### src/rtl/mux_tree_pkg.sv
// Shared definitions for the pipelined multiplexer tree: level count helper
// and channel-index sizing.
package mux_tree_pkg;

    localparam int MAX_CH = 64;
    localparam int MAX_SW = $clog2(MAX_CH);

    // Widest channel index any instance can carry; modules narrow it to SW.
    typedef logic [MAX_SW-1:0] ch_idx_t;

    // Number of registered tree levels: radix-4 levels plus one radix-2 level
    // when log2(n) is odd.
    function automatic int levels(input int n);
        int sw;
        sw = 0;
        while ((1 << sw) < n)
            sw++;
        return (sw + 1) / 2;
    endfunction

endpackage

### src/rtl/mux4_stage.sv
// One registered level of the mux tree: N_IN/RADIX parallel RADIX:1 muxes,
// steered by a slice of the travelling channel tag.
module mux4_stage
    import mux_tree_pkg::*;
#(
    parameter int WIDTH = 8,
    parameter int N_IN  = 4,
    parameter int RADIX = 4,
    parameter int SW    = 2,
    parameter int SHIFT = 0
) (
    input  logic                             clk,
    input  logic                             rst,
    input  logic [N_IN-1:0][WIDTH-1:0]       in_data,
    input  logic [SW-1:0]                    in_tag,
    input  logic                             in_valid,
    output logic [N_IN/RADIX-1:0][WIDTH-1:0] out_data,
    output logic [SW-1:0]                    out_tag,
    output logic                             out_valid
);

    localparam int N_OUT = N_IN / RADIX;
    localparam int RB    = (RADIX == 4) ? 2 : 1;

    logic [N_OUT-1:0][RADIX-1:0][WIDTH-1:0] grp;
    logic [N_OUT-1:0][WIDTH-1:0]            nxt;
    logic [RB-1:0]                          lsel;

    // Regroup the flat input so each output mux sees its own RADIX inputs.
    assign grp  = in_data;
    assign lsel = in_tag[SHIFT +: RB];

    for (genvar j = 0; j < N_OUT; j++) begin : lane
        assign nxt[j] = grp[j][lsel];
    end

    // The full tag rides along so later levels can pick their own select bits.
    always_ff @(posedge clk or posedge rst) begin
        if (rst) begin
            out_data  <= '0;
            out_tag   <= '0;
            out_valid <= 1'b0;
        end else begin
            out_data  <= nxt;
            out_tag   <= in_tag;
            out_valid <= in_valid;
        end
    end

endmodule

### src/rtl/mux_tree_pipe.sv
// Pipelined N_CH:1 word multiplexer with per-beat select, valid/tag pipeline
// and an auto-scan mode that dwells DWELL valid beats on each channel.
module mux_tree_pipe
    import mux_tree_pkg::*;
#(
    parameter  int WIDTH = 8,
    parameter  int N_CH  = 8,
    parameter  int DWELL = 4,
    localparam int SW    = $clog2(N_CH)
) (
    input  logic                    clk,
    input  logic                    rst,
    input  logic [N_CH*WIDTH-1:0]   in_data,
    input  logic                    in_valid,
    input  logic [SW-1:0]           sel,
    input  logic                    scan_en,
    output logic [WIDTH-1:0]        out_data,
    output logic                    out_valid,
    output logic [SW-1:0]           out_ch
);

    localparam int L  = levels(N_CH);
    localparam int DW = $clog2(DWELL + 1);

    typedef logic [SW-1:0] ch_t;

    ch_t                        scan_ch;
    ch_t                        esel;
    logic [DW-1:0]              dwell_cnt;
    logic [L:0]                 vld_pipe;
    logic [N_CH-1:0][WIDTH-1:0] din;

    assign din         = in_data;
    assign esel        = scan_en ? scan_ch : sel;
    assign vld_pipe[0] = in_valid;

    // Only accepted beats count toward the dwell; dropping scan_en freezes
    // the position so scanning resumes exactly where it left off.
    always_ff @(posedge clk or posedge rst) begin
        if (rst) begin
            scan_ch   <= '0;
            dwell_cnt <= '0;
        end else if (scan_en && in_valid) begin
            if (dwell_cnt == DW'(DWELL - 1)) begin
                dwell_cnt <= '0;
                scan_ch   <= scan_ch + ch_t'(1);
            end else begin
                dwell_cnt <= dwell_cnt + DW'(1);
            end
        end
    end

    for (genvar g = 0; g < L; g++) begin : lvl
        localparam int NI = N_CH >> (2 * g);
        localparam int R  = (SW - 2 * g >= 2) ? 4 : 2;

        logic [NI/R-1:0][WIDTH-1:0] d;
        ch_t                        tag;

        if (g == 0) begin : src
            mux4_stage #(
                .WIDTH (WIDTH),
                .N_IN  (NI),
                .RADIX (R),
                .SW    (SW),
                .SHIFT (0)
            ) u_stage (
                .clk       (clk),
                .rst       (rst),
                .in_data   (din),
                .in_tag    (esel),
                .in_valid  (vld_pipe[0]),
                .out_data  (d),
                .out_tag   (tag),
                .out_valid (vld_pipe[1])
            );
        end else begin : src
            mux4_stage #(
                .WIDTH (WIDTH),
                .N_IN  (NI),
                .RADIX (R),
                .SW    (SW),
                .SHIFT (2 * g)
            ) u_stage (
                .clk       (clk),
                .rst       (rst),
                .in_data   (lvl[g-1].d),
                .in_tag    (lvl[g-1].tag),
                .in_valid  (vld_pipe[g]),
                .out_data  (d),
                .out_tag   (tag),
                .out_valid (vld_pipe[g+1])
            );
        end
    end

    assign out_data  = lvl[L-1].d[0];
    assign out_ch    = lvl[L-1].tag;
    assign out_valid = vld_pipe[L];

endmodule

### config.mk
export PLATFORM = sky130hd
export DESIGN_NAME = mux_tree_pipe
export DESIGN_NICKNAME = d
export VERILOG_FILES = /design/src/rtl/mux_tree_pkg.sv /design/src/rtl/mux4_stage.sv /design/src/rtl/mux_tree_pipe.sv
export SDC_FILE = /design/constraint.sdc
export NUM_CORES = 1
export LEC_CHECK = 0
export ABC_AREA = 1
export CAP_MARGIN = 10
export CORE_MARGIN = 2
export CORE_UTILIZATION = 43
export DETAILED_ROUTE_END_ITERATION = 10
export PLACE_DENSITY = 0.9
export SETUP_SLACK_MARGIN = 0.02
export SKIP_CTS_REPAIR_TIMING = 1
export SYNTH_ARGS = -nofsm -noshare
export SYNTH_HDL_FRONTEND = slang
export SYNTH_SLANG_ARGS = --single-unit
export TNS_END_PERCENT = 10
### constraint.sdc
create_clock -name clk -period 1.43 [get_ports clk]
set_input_delay 0.143 -clock clk [delete_from_list [all_inputs] [get_ports clk]]
set_output_delay 0.143 -clock clk [all_outputs]
set_load 0.1 [all_outputs]
==> metrics.txt <==
reg-to-reg startpoint scan_ch[0]; clock power share 0.147; root buf cell clkbuf_8; Area contributors post-synth dfrtp_1, nand3_1, inv_1; Seq/Total Area, Yosys 0.456; Synth Area in Simple Gates 0.299; IO buf count 82; most frequent cell after synthesis nand3_1; Post-synth ARST share 1.00; CP Capture Type flip-flop; multi-input gate area in the final layout 788 µm²; FF/Latch Area 951 µm²; TritonCTS clock tree yes; Worst EP arrival 1.50 ns; largest family of logic cells by synthesized area simple AND/OR/NAND/NOR gates; GPL Wtd Cong 0.851; final setup vio count 0; final WL 5600 µm; synth cell count leaders nand3_1, inv_1, nand2_1; Reg-to-Reg End lvl[0].src.u_stage.out_data[14]; cts bufs inserted 5; Initial Utilization 0.445; LEAKAGE 1.74 nW; FF-to-FF path depth 5; Post-Syn Area 0.00209 mm²; Yosys cell types 18; latest clock arrival within the worst-skew pair 0.28 ns; core area 0.00469 mm²; clk sinks 38; Crit Path Category flip-flop to flip-flop; layout cells sized above 1 0.122; worst-case clock buffer depth 2; cell area after layout 0.00325 mm²; Setup Skew 0.00125 ns; Max Fanout on Critical Path 14; DR WL/cell 13.4 µm; height of the die 73.7 µm; met3 wire len 249 µm; hold_ws 0.212 ns; NetSw 0.00213 W; largest net degree at the start of global routing 39; vias in the first global route 1979; post-route insts no fill 416; max-slew violation count 0; #FFs+latches synth 38; Max-slew headroom 0.680; DIE WIDTH 73.7 µm; metal1 wirelength 2280 µm; Fin. Hold Viols 0; YS warnings 0; total number of vias 2082; syn avg cell area 7.62 µm²; Comb pwr share 0.524; clock transition at the registers of the reported paths 0.07 ns; vias per cell 5.00; placed cells 408; DR DRC count 0; Worst-Margin Slew 0.478 ns; first-pass GRT wire length 9110 µm; I/O pins 83; xor/xnor share of the synthesized area 0.00420; Layout area overhead 55.8%; Critical Path Sink lvl[0].src.u_stage.out_data[14]; Worst Path Required 1.60 ns; Tot Pwr 0.00500 W; CTS H-tree lvls 2; Initial DRC Count 185; RSZ-0062 raised after global routing false; initial antenna violation count 0; pwr/cell area 1540 mW/mm²; total track usage 0.220; fmax 0.755 GHz; Final Util 0.693; ys flop type dfrtp_1; Net Sw Frac 0.427; Tmin final 1.32 ns; Max Cap Viol 0; highest metal used met4; adder-cell share of the synthesized area 0.0120; post-synth top area share 0.456; Synth area leader dfrtp_1; Worst setup SP type flip-flop; ANT cells 0; # fillers 357; Mapped Cells 274; antenna violation net count after detailed routing 0; # rows 25; status finished, final reports clean; Worst Hold Class input port to asynchronous set/reset pin; Syn Nets 347; CP startpoint scan_ch[0]; period utilisation layout 0.926; Synth Area in Compound Gates 0.0192; setup slack, reg-to-reg 0.11 ns; Layout Nets 434; sequential share of power 0.329; GRT overflow 0; HPWL after detailed placement 4290 µm; Pint 0.00286 W; die area 0.00543 mm²; DR WL met2 2940 µm; placed cell area 0.00316 mm²; EDFF count, synth 0; First-pass DRT Iterations 4; Max VDD drop 0.000804 V; mux share of post-synthesis cell area 0.0432
power groups by stage:
stage,clock [W],sequential [W],combinational [W]
floorplan,0,0.00239,0.000812
global placement,0,0.00164,0.00255
detailed placement,0,0.00166,0.00260
CTS,0.000748,0.00164,0.00262
global route,0.000792,0.00167,0.00278
finish,0.000734,0.00164,0.00262
worst max-delay path, stage by stage (launching register included):
cell and delay [ns]:
dfrtp_1 0.43, nand2_1 0.24, buf_4 0.25, nand3_1 0.12, nand3_1 0.11, nand2_1 0.06
cell families after synthesis:
group	Yosys count
AO/OA/AOI/OAI	5
multiplexers	8
buffers and inverters	85
XOR/XNOR	1
AND/OR/NAND/NOR	135
adder cells (fa/ha/maj)	2
flip-flops	38
registers in the layout, indices dropped and copies added (netlist names):
register	count
dwell_cnt	3
scan_ch	3
lvl.src.u_stage.out_valid	2
lvl.src.u_stage.out_tag	6
lvl.src.u_stage.out_data	24
per-layer routing:
layer	GRT usage	up-vias
li1	-	1009
met1	0.280	982
met2	0.384	80
met3	0.0247	11
met4	0.0788	0
met5	0	-
worst min path at each step:
stage | from | to | slack, ns | cells after the start
2_1_floorplan | in_valid | lvl[0].src.u_stage.out_valid | 0.17 | 0
3_3_place_gp | lvl[0].src.u_stage.out_tag[1] | lvl[1].src.u_stage.out_tag[1] | 0.33 | 0
3_5_place_dp | lvl[0].src.u_stage.out_tag[1] | lvl[1].src.u_stage.out_tag[1] | 0.34 | 0
4_1_cts | rst | lvl[1].src.u_stage.out_data[0] | 0.22 | 3
5_1_grt | rst | lvl[1].src.u_stage.out_data[3] | 0.24 | 3
6_report | rst | lvl[1].src.u_stage.out_data[3] | 0.21 | 3
layout by cell type (no fill, tap or decap), drive strengths merged:
master / Yosys / routed
o21ai: 5 / 5
clkdlybuf4s50: 0 / 70
ha: 2 / 2
nand2: 52 / 52
nand3: 82 / 82
buf: 10 / 22
dfrtp: 38 / 38
mux2: 8 / 8
nor2: 1 / 1
xor2: 1 / 1
clkinv: 0 / 1
inv: 73 / 73
clkbuf: 2 / 7
final cells by class:
class / instances / area share
timing repair buffer: 92 / 0.332
sequential: 38 / 0.293
multi-input combinational: 151 / 0.242
inverter: 73 / 0.0843
clock buffer: 7 / 0.0266
tap: 54 / 0.0208
clock inverter: 1 / 0.00154
stage by stage:
stage / TNS [ns] / setup slack, ns
after floorplan: 0 / 0.250
after global routing: 0 / 0.0213
after detailed placement: -1.01 / -0.0974
final: 0 / 0.106
after CTS: 0 / 0.127
after global placement: -0.545 / -0.0673
No activity file was read; power rests on OpenSTA's default activity.
==> RTL edit (same settings) <==
Set the parameter `DWELL` to 16 (it was 4).
--- a/src/rtl/mux_tree_pipe.sv
+++ b/src/rtl/mux_tree_pipe.sv
@@ -5,7 +5,7 @@
 #(
     parameter  int WIDTH = 8,
     parameter  int N_CH  = 8,
-    parameter  int DWELL = 4,
+    parameter  int DWELL = 16,
     localparam int SW    = $clog2(N_CH)
 ) (
     input  logic                    clk,
Check against the original RTL: not equivalent (Yosys sat finds a counterexample within 10 cycles, from zero or initial values and one cycle with rst high).
==> RTL edit against the original RTL <==
  * Synthesized cell count grew 6.9%
  * Clock power grew 20%
  * Critical path depth grew 2
  * Total power shrank 23%
  * Combinational power shrank 43%
  * Sequential power shrank 11%
  * Setup slack gained 0.13 ns
  * Global-route usage shrank 0.41 points
  * Sequential cell count grew 2
  * Core utilization shrank 1.3 points
  * Wire length grew 0.39%
  * Design area grew 5.4%
  * Area after synthesis grew 6.2%
  * Non-clock buffer count grew 1
  * Largest power group unchanged
==> RTL edit: results <==
export IMPL_yosys_top_cells_count="84 x nand3_1, 74 x inv_1, 55 x nand2_1"
export IMPL_gr_usage_all_layers=0.216
export IMPL_grt_pass1_wl_um=9160
export IMPL_drt_iter0_drc=169
export IMPL_clk_latency_ns=0.29
export IMPL_reg2reg_slack_ns=0.28
export IMPL_io_buffers=82
export IMPL_yosys_warnings=0
export IMPL_crit_end="lvl[0].src.u_stage.out_data[2]"
export IMPL_power_clock_uw=882
export IMPL_vias=2163
export IMPL_p_leak_uw=0.00182
export IMPL_gp_congestion=0.848
export IMPL_synth_avg_cell_area_sq_um=7.57
export IMPL_dp_hpwl_um=4410
export IMPL_totalWireLength_um=5620
export IMPL_grt_max_degree=41
export IMPL_r2r_end="scan_ch[1]"
export IMPL_syn_num_nets=366
export IMPL_path_clk_slew_ns=0.07
export IMPL_r2r_start="dwell_cnt[0]"
export IMPL_switching_share=0.348
export IMPL_drive_above_1_share=0.120
export IMPL_finalClockSkew_ns=0.00455
export IMPL_wl_met3_um=374
export IMPL_irDropWorstVdd_mv=0.518
export IMPL_fill_cells=393
export IMPL_grt_pass1_vias=2083
export IMPL_place_area_sq_um=3320
export IMPL_reg_top3="lvl.src.u_stage.out_data: 24 flops, lvl.src.u_stage.out_tag: 6 flops, dwell_cnt: 5 flops"
export IMPL_power_density_nw_per_um2=1120
export IMPL_synth_area_top_cells="dfrtp_1 45%, nand3_1 19%, inv_1 13%"
export IMPL_use_met2=0.357
export IMPL_layout_setup_ws_ns=0.234
export IMPL_status="finished clean"
export IMPL_use_met3=0.0622
export IMPL_worstPathArrival_ns=1.37
export IMPL_synth_yosys_seq_area_share=0.451
export IMPL_met2_length_um=3010
export IMPL_drt_met1_wl_um=2100
export IMPL_hold_slack_ns=0.210
export IMPL_met1_usage=0.257
export IMPL_vias_per_cell=4.79
export IMPL_synth_cell_types=17
export IMPL_critical_path_max_fanout=17
export IMPL_relSlewSlack=0.736
export IMPL_dp_cells=444
export IMPL_nets=454
RTL edit: cell families (layout without fill, tap and decap cells):
group	after synthesis	count (layout)	synth area share
and+or+nand+nor	149	149	0.313
AOI/OAI and AO/OA	5	5	0.0113
buffers and inverters	88	177	0.168
adders and majority gates	2	2	0.0113
muxes	8	8	0.0406
DFF	40	40	0.451
xor gates and xnor gates	1	1	0.00395
RTL edit: layout make-up:
class / count / area [sq um] / area share
repair buffers: 93 / 1100 / 0.321
flip-flops and latches: 40 / 1000 / 0.292
multi-input cells: 165 / 843 / 0.246
inverters: 76 / 288 / 0.0840
well taps: 70 / 87.6 / 0.0256
clock buffers: 6 / 72.6 / 0.0212
clock inverters: 2 / 35.0 / 0.0102
RTL edit: critical path, stage by stage:
cell             delay (ns)
clkdlybuf4s50_1        0.50
inv_2                  0.16
nand2_4                0.11
nand2_4                0.18
nand2_1                0.10
nand3_1                0.11
nand2_1                0.07
